### config.mk
export PLATFORM = sky130hd
export DESIGN_NAME = sram_like_arbiter
export DESIGN_NICKNAME = d
export VERILOG_FILES = /design/src/rtl/sram_like_arbiter.sv
export SDC_FILE = /design/constraint.sdc
export NUM_CORES = 1
export LEC_CHECK = 0
export BUFFER_PORTS_ARGS = -buffer_cell sky130_fd_sc_hd__buf_2
export CAP_MARGIN = 30
export CORE_AREA = 4 4 123 125
export CTS_BUF_LIST = sky130_fd_sc_hd__clkbuf_4
export DETAILED_ROUTE_END_ITERATION = 6
export DIE_AREA = 0 0 127 129
export SLEW_MARGIN = 20
export SYNTH_ARGS = -nofsm -noshare
export SYNTH_HDL_FRONTEND = slang
export SYNTH_SLANG_ARGS = --single-unit
export TNS_END_PERCENT = 50
### constraint.sdc
create_clock -name clk -period 4.25 [get_ports clk]
set_input_delay 0.85 -clock clk [delete_from_list [all_inputs] [get_ports clk]]
set_output_delay 0.85 -clock clk [all_outputs]
set_load 0.03 [all_outputs]
### src/rtl/sram_like_arbiter.sv
`default_nettype none
// ============================================================================
// Module   : sram_like_arbiter
// Purpose  : Shares one sram-like master port between the instruction-fetch
//            requester (inst_*) and the load/store requester (data_*).
//            Address phases are arbitrated, and the id of every accepted
//            transaction is queued in an order FIFO. Each in-order response
//            is steered back to the requester that issued it.
// Ports    : clk, reset                    - clock, synchronous active-high reset
//            inst_* / data_*               - requester address/response channels
//            m_*                           - shared downstream master channel
//            outstanding                   - order FIFO occupancy
//            err                           - sticky: response seen with empty FIFO
// Options  : ARB_RR_EN - when defined, free-state arbitration is round-robin
//            (inst wins the first contention); otherwise data has fixed
//            priority over inst.
// Revision : 1.0 - initial release
// ============================================================================
module sram_like_arbiter #(
    parameter int OUTSTANDING = 2,
    parameter int CNT_W       = 3
) (
    input  logic             clk,
    input  logic             reset,
    input  logic             inst_req,
    input  logic             inst_wr,
    input  logic [1:0]       inst_size,
    input  logic [3:0]       inst_wstrb,
    input  logic [31:0]      inst_addr,
    input  logic [31:0]      inst_wdata,
    output logic             inst_addr_ok,
    output logic             inst_data_ok,
    output logic [31:0]      inst_rdata,
    input  logic             data_req,
    input  logic             data_wr,
    input  logic [1:0]       data_size,
    input  logic [3:0]       data_wstrb,
    input  logic [31:0]      data_addr,
    input  logic [31:0]      data_wdata,
    output logic             data_addr_ok,
    output logic             data_data_ok,
    output logic [31:0]      data_rdata,
    output logic             m_req,
    output logic             m_wr,
    output logic [1:0]       m_size,
    output logic [3:0]       m_wstrb,
    output logic [31:0]      m_addr,
    output logic [31:0]      m_wdata,
    input  logic             m_addr_ok,
    input  logic             m_data_ok,
    input  logic [31:0]      m_rdata,
    output logic [CNT_W-1:0] outstanding,
    output logic             err
);

    localparam int                 c_PTR_W     = (OUTSTANDING > 1) ? $clog2(OUTSTANDING) : 1;
    localparam logic [c_PTR_W-1:0] c_PTR_LAST  = c_PTR_W'(OUTSTANDING - 1);
    localparam logic [CNT_W-1:0]   c_CNT_MAX   = CNT_W'(OUTSTANDING);
    localparam logic [0:0]         c_ST_FREE   = 1'b0;
    localparam logic [0:0]         c_ST_LOCKED = 1'b1;

    // Requester ids: 0 = inst, 1 = data.
    logic [0:0]             r_state;
    logic [0:0]             w_state_nxt;
    logic                   r_lock_id;
    logic                   w_lock_id_nxt;
    logic                   w_arb_id;
    logic                   w_grant_id;
    logic                   w_sel_req;
    logic                   w_not_full;
    logic                   w_push;
    logic                   w_pop;
    logic                   w_head_id;
    logic [OUTSTANDING-1:0] r_fifo;
    logic [c_PTR_W-1:0]     r_wr_ptr;
    logic [c_PTR_W-1:0]     r_rd_ptr;
    logic [CNT_W-1:0]       r_count;
    logic                   r_err;

    // ------------------------------------------------------------------
    // Free-state arbitration
    // ------------------------------------------------------------------
`ifdef ARB_RR_EN
    logic r_last_id;

    // On contention the requester that did not win last time gets the slot.
    always_comb begin
        if (inst_req && data_req) begin
            w_arb_id = ~r_last_id;
        end else begin
            w_arb_id = data_req;
        end
    end

    always_ff @(posedge clk) begin
        if (reset) begin
            r_last_id <= 1'b1;
        end else if (w_push) begin
            r_last_id <= w_grant_id;
        end
    end
`else
    assign w_arb_id = data_req;
`endif

    // While locked, the stalled requester keeps the port so its address
    // phase cannot be replaced by the other requester mid-handshake.
    assign w_grant_id = (r_state == c_ST_LOCKED) ? r_lock_id : w_arb_id;
    assign w_sel_req  = w_grant_id ? data_req : inst_req;
    assign w_not_full = (r_count < c_CNT_MAX);

    assign m_req   = w_sel_req && w_not_full;
    assign m_wr    = w_grant_id ? data_wr    : inst_wr;
    assign m_size  = w_grant_id ? data_size  : inst_size;
    assign m_wstrb = w_grant_id ? data_wstrb : inst_wstrb;
    assign m_addr  = w_grant_id ? data_addr  : inst_addr;
    assign m_wdata = w_grant_id ? data_wdata : inst_wdata;

    assign w_push       = m_req && m_addr_ok;
    assign inst_addr_ok = w_push && !w_grant_id;
    assign data_addr_ok = w_push &&  w_grant_id;

    // ------------------------------------------------------------------
    // Response steering
    // ------------------------------------------------------------------
    assign w_head_id    = r_fifo[r_rd_ptr];
    assign w_pop        = m_data_ok && (r_count != '0);
    assign inst_data_ok = w_pop && !w_head_id;
    assign data_data_ok = w_pop &&  w_head_id;
    assign inst_rdata   = m_rdata;
    assign data_rdata   = m_rdata;

    assign outstanding = r_count;
    assign err         = r_err;

    // ------------------------------------------------------------------
    // Grant lock FSM
    // ------------------------------------------------------------------
    always_comb begin
        w_state_nxt   = r_state;
        w_lock_id_nxt = r_lock_id;
        if (r_state == c_ST_FREE) begin
            if (m_req && !m_addr_ok) begin
                w_state_nxt   = c_ST_LOCKED;
                w_lock_id_nxt = w_arb_id;
            end
        end else begin
            if (m_addr_ok) begin
                w_state_nxt = c_ST_FREE;
            end
        end
    end

    always_ff @(posedge clk) begin
        if (reset) begin
            r_state   <= c_ST_FREE;
            r_lock_id <= 1'b0;
        end else begin
            r_state   <= w_state_nxt;
            r_lock_id <= w_lock_id_nxt;
        end
    end

    // ------------------------------------------------------------------
    // Order FIFO. The full check uses the registered count, so a pop in
    // the same cycle only frees the slot for the following cycle.
    // ------------------------------------------------------------------
    always_ff @(posedge clk) begin
        if (reset) begin
            r_fifo   <= '0;
            r_wr_ptr <= '0;
            r_rd_ptr <= '0;
            r_count  <= '0;
            r_err    <= 1'b0;
        end else begin
            if (w_push) begin
                r_fifo[r_wr_ptr] <= w_grant_id;
                r_wr_ptr         <= (r_wr_ptr == c_PTR_LAST) ? '0 : r_wr_ptr + 1'b1;
            end
            if (w_pop) begin
                r_rd_ptr <= (r_rd_ptr == c_PTR_LAST) ? '0 : r_rd_ptr + 1'b1;
            end
            if (w_push && !w_pop) begin
                r_count <= r_count + 1'b1;
            end else if (!w_push && w_pop) begin
                r_count <= r_count - 1'b1;
            end
            if (m_data_ok && (r_count == '0)) begin
                r_err <= 1'b1;
            end
        end
    end

endmodule
`default_nettype wire

* Word-level counts from Yosys, hierarchy flattened
Cells that the tools add are included. Widths: inputs -> output; s select.
Storage, ports and cells: register bits after elaboration 10, bits of input ports 180, output and inout port bits 144, logic and storage cells 56
Operators by class: add/subtract/negate cells 4, $lt $le $gt $ge 4, multiplexer cells 19, bitwise operators 1, reduce and logical (&&, ||, !) cells 21
Operator list (count):
- $mux 32 | 2
- $logic_and 1x1->1 | 12
- $mux 1 | 11
- $mux 3 | 2
- $logic_not 1->1 | 5
- $lt 1x2->1 const B | 2
- $mux 4 | 1
- $add 3x1->3 const B | 1
- $logic_not 3->1 | 1
- $lt 3x2->1 const B | 1
- $reduce_bool 3->1 | 1
- $sub 3x1->3 const B | 1
- $add 1x1->1 const B | 2
- $bwmux 2 | 1
- $mux 2 | 1
- $reduce_and 2->1 | 1
- $reduce_bool 2->1 | 1
- $demux 1 s1 | 1
- $ge 1x1->1 const B | 1
- $not 1->1 | 1

* Depth between registers and ports, before layout
depth after elaboration 8, gate-level depth with buffers 8, mapped depth without buffers 8

* Least setup slack after synthesis
No wires, ideal clock.
path type input to output, from input inst_req, to output data_addr_ok, data arrival time 1898 ps, required time 3400 ps, setup slack 1502 ps, cell stages on the path 3, buffers on the path 0, cells stage by stage a21boi_0 > o2111a_2 > nor2b_1
On the way: word-level cells in the longest chain between the ends 4
Ends and longest elaborated chain:
- start, declared | RTL line 25 | input logic inst_req,
- $mux 1 | RTL line 109 | assign w_sel_req = w_grant_id ? data_req : inst_req;
- $logic_and 1x1->1 | RTL line 112 | assign m_req = w_sel_req && w_not_full;
- $logic_and 1x1->1 | RTL line 119 | assign w_push = m_req && m_addr_ok;
- $logic_and 1x1->1 | RTL line 121 | assign data_addr_ok = w_push && w_grant_id;
- end, declared | RTL line 40 | output logic data_addr_ok,
No other way between the ends.

* Final worst setup path
from input data_req, to output m_addr[17]
On the way: word-level cells in the longest chain between the ends 2
Ends and longest elaborated chain:
- start, declared | RTL line 34 | input logic data_req,
- $mux 1 | RTL line 108 | assign w_grant_id = (r_state == c_ST_LOCKED) ? r_lock_id : w_arb_id;
- $mux 32 | RTL line 116 | assign m_addr = w_grant_id ? data_addr : inst_addr;
- end, declared | RTL line 47 | output logic [31:0] m_addr,
No other way between the ends.

==> results.md <==
* Area of the multi-input gates at 0.00115 mm^2
* CTS resizes at 0
* Vias per cell at 3.65
* Fin. Hold Viols at 0
* Crit path required time at 3400 ps
* Commonest non-fill, non-tap cell in the layout: buf_2
* Pwr Density at 344 mW/mm^2
* Syn avg cell area at 9.36 um^2
* DR vias at 1973
* Max-slew violation count at 0
* Worst Setup Path Type: input port to primary output
* Number of hold buffers added after CTS at 0
* Die X at 127 um
* Layout fillers at 1580
* CP Max Fanout at 42
* Vias in the first global route at 2023
* Clk Latency, worst-skew pair at 260 ps
* Port Buffers at 227
* RSZ-0062 raised after global routing: no
* Initial antenna violation count at 0
* Synth unique cells at 31
* LEAKAGE at 1.43 nW
* TritonCTS Buffers at 3
* Post-synth EDFFs at 0
* Drt pass-1 iters at 4
* Placed insts at 537
* Post-route minimum period at 3070 ps
* Core footprint at 0.0139 mm^2
* Largest net degree at the start of global routing at 43
* Synth Warn # at 0
* Gate Count Post-Synth at 201
* Crit-path cells: buf_2 > mux2i_4 > buf_4 > mux2_2 > buf_2
* Antenna Nets Post-Route at 0
* Met1 WL at 3550 um
* Net Sw Frac at 53.1%
* Drt wl/cell at 15.8 um
* Fin crit share at 72.2%
* Metal2 WL at 4240 um
* Setup Skew at 5.04 ps
* Commonest cells after routing, fill and taps aside: 227 x buf_2, 71 x mux2_2, 10 x dfxtp_1
* Antenna diodes at 0
* Drc violations at 0
* Clock Power Share at 7.0%
* Async SR Flop Fraction at 0%
* Flop pwr share at 16.9%
* Arr. time, crit path at 2220 ps
* Io pins at 324
* Row Count at 43
* Clock Tree Root: clkbuf_4
* P&R area growth vs syn at 46.7%
* Yosys reg bits at 10
* Switch Pwr at 504 uW
* Highest Signal Layer: met4
* Slew HR at 60.1%
* Sequential fraction of the synthesis area at 10.6%
* Synth top area share at 42.5%
* Critical Path Max Stage Delay at 460 ps
* GPL Wtd Cong at 0.730
* Sequential Area at 200 um^2
* Setup TNS at 0 ps
* Critical path's slowest cell: buf_4
* Fin cells at 541
* Maximum VDD drop at 0.0917 mV
* Post CTS Setup Buffer Count at 0
* Mapped Area at 0.00188 mm^2
* Peak Freq at 326 MHz
* CTS clk-pin slew, worst paths at 70 ps
* Die area at 0.0164 mm^2
* Worst path most repeated cell: buf_2
* Hold Crit Class: register to register
* Largest area contributor in the synthesized netlist: mux2_2
* Syn_nets at 383
* Die Ht at 129 um
* Layout cell share with drive strength beyond 1 at 85.6%
* Least-Margin Pin Slew at 594 ps
* Max_cap viols at 0
* WL met3 at 632 um
* Bufs on Longest Clock Path at 2
* # H-tree levels at 1
* Final setup fails at 0
* Critical Path End Type: primary output
* CP Launch Type: input port
* Post-DP HPWL at 7720 um
* # clock sinks at 10
* First-pass GRT wire length at 11800 um
* Starting density of the core at 13.5%
* TritonCTS clock tree: yes
* Comb power frac at 76.2%
* Gr ovfl total at 0
* GRT Util Overall at 9.17%
* Internal at 445 uW
* Status: finished, final reports clean
* Top FF cell, synth: dfxtp_1
* Final WL at 8550 um
* NumNets Final at 544
* Top post-synthesis cells by area: mux2_2 43%, buf_4 28%, dfxtp_1 11%
* 1st-iter DRT viols at 58
==> final timing paths <==
check            startpoint             end  slack, ps  cells past startpoint
min reg2reg       r_fifo[0]       r_fifo[0]        470                      2
max                data_req      m_addr[17]       1180                      5
min               r_fifo[0]       r_fifo[0]        470                      2
max reg2reg  outstanding[1]  outstanding[2]       1910                      7
==> synthesized netlist by cell type (2+ instances only) <==
master and number:
nand2b_1 2, a21oi_1 3, mux2i_1 5, o211ai_1 2, xor2_1 3, nor2_1 9
buf_2 3, buf_4 69, inv_1 2, mux2_2 71, dfxtp_1 10, nor2b_1 3
==> stage by stage <==
stage	total power, mW	hold WS [ps]	worst slack [ps]	utilization (%)	instance area, um^2
2_1_floorplan	0.776	452	1500	-	1880
3_3_place_gp	0.889	468	1190	19.7	2730
3_5_place_dp	0.891	467	1180	19.7	2730
4_1_cts	0.965	479	1180	19.9	2760
5_1_grt	1.02	501	1100	19.9	2760
6_report	0.949	474	1180	19.9	2760
==> registers in the layout, summed over array words and instances (netlist names) <==
signal / flops
err: 1
r_fifo: 2
r_state: 1
outstanding: 3
r_lock_id: 1
r_rd_ptr: 1
r_wr_ptr: 1
==> kinds of logic (layout without fill, tap and decap cells) <==
kind of cell               Yosys count  count (layout)  share of synthesized area (%)
adders and majority gates            2               2                           1.73
xor gates and xnor gates             3               3                           1.40
DFF                                 10              10                           10.6
AOI/OAI and AO/OA                   12              12                           4.72
and+or+nand+nor                     22              22                           6.59
muxes                               77              77                           46.0
buffers and inverters               75             235                           28.9
==> routing by layer <==
layer / up-vias / global-route usage [%]
li1: 960 / -
met1: 883 / 12.5
met2: 123 / 15.1
met3: 7 / 1.70
met4: 0 / 1.89
met5: - / 0
==> power groups by stage <==
stage / Combinational, mW / Clock [mW] / Sequential, mW
final: 0.722 / 0.0663 / 0.160
after global routing: 0.775 / 0.0748 / 0.167
after CTS: 0.733 / 0.0711 / 0.161
after detailed placement: 0.728 / 0 / 0.163
after global placement: 0.727 / 0 / 0.162
after floorplan: 0.593 / 0 / 0.183
==> worst max-delay path: cells and delay by family <==
kind	cells	cell delay, ps
buffers and inverters	3	780
muxes	2	550
==> area by class of cell <==
| class | instances | area share [%] |
|---|---|---|
| Inverter | 2 | 0.272 |
| Sequential cell | 10 | 7.26 |
| Clock inverter | 1 | 0.136 |
| Multi-Input combinational cell | 116 | 41.6 |
| Timing Repair Buffer | 229 | 41.7 |
| Clock buffer | 3 | 0.816 |
| Tap cell | 180 | 8.16 |
(Power assumes the default switching activity.)
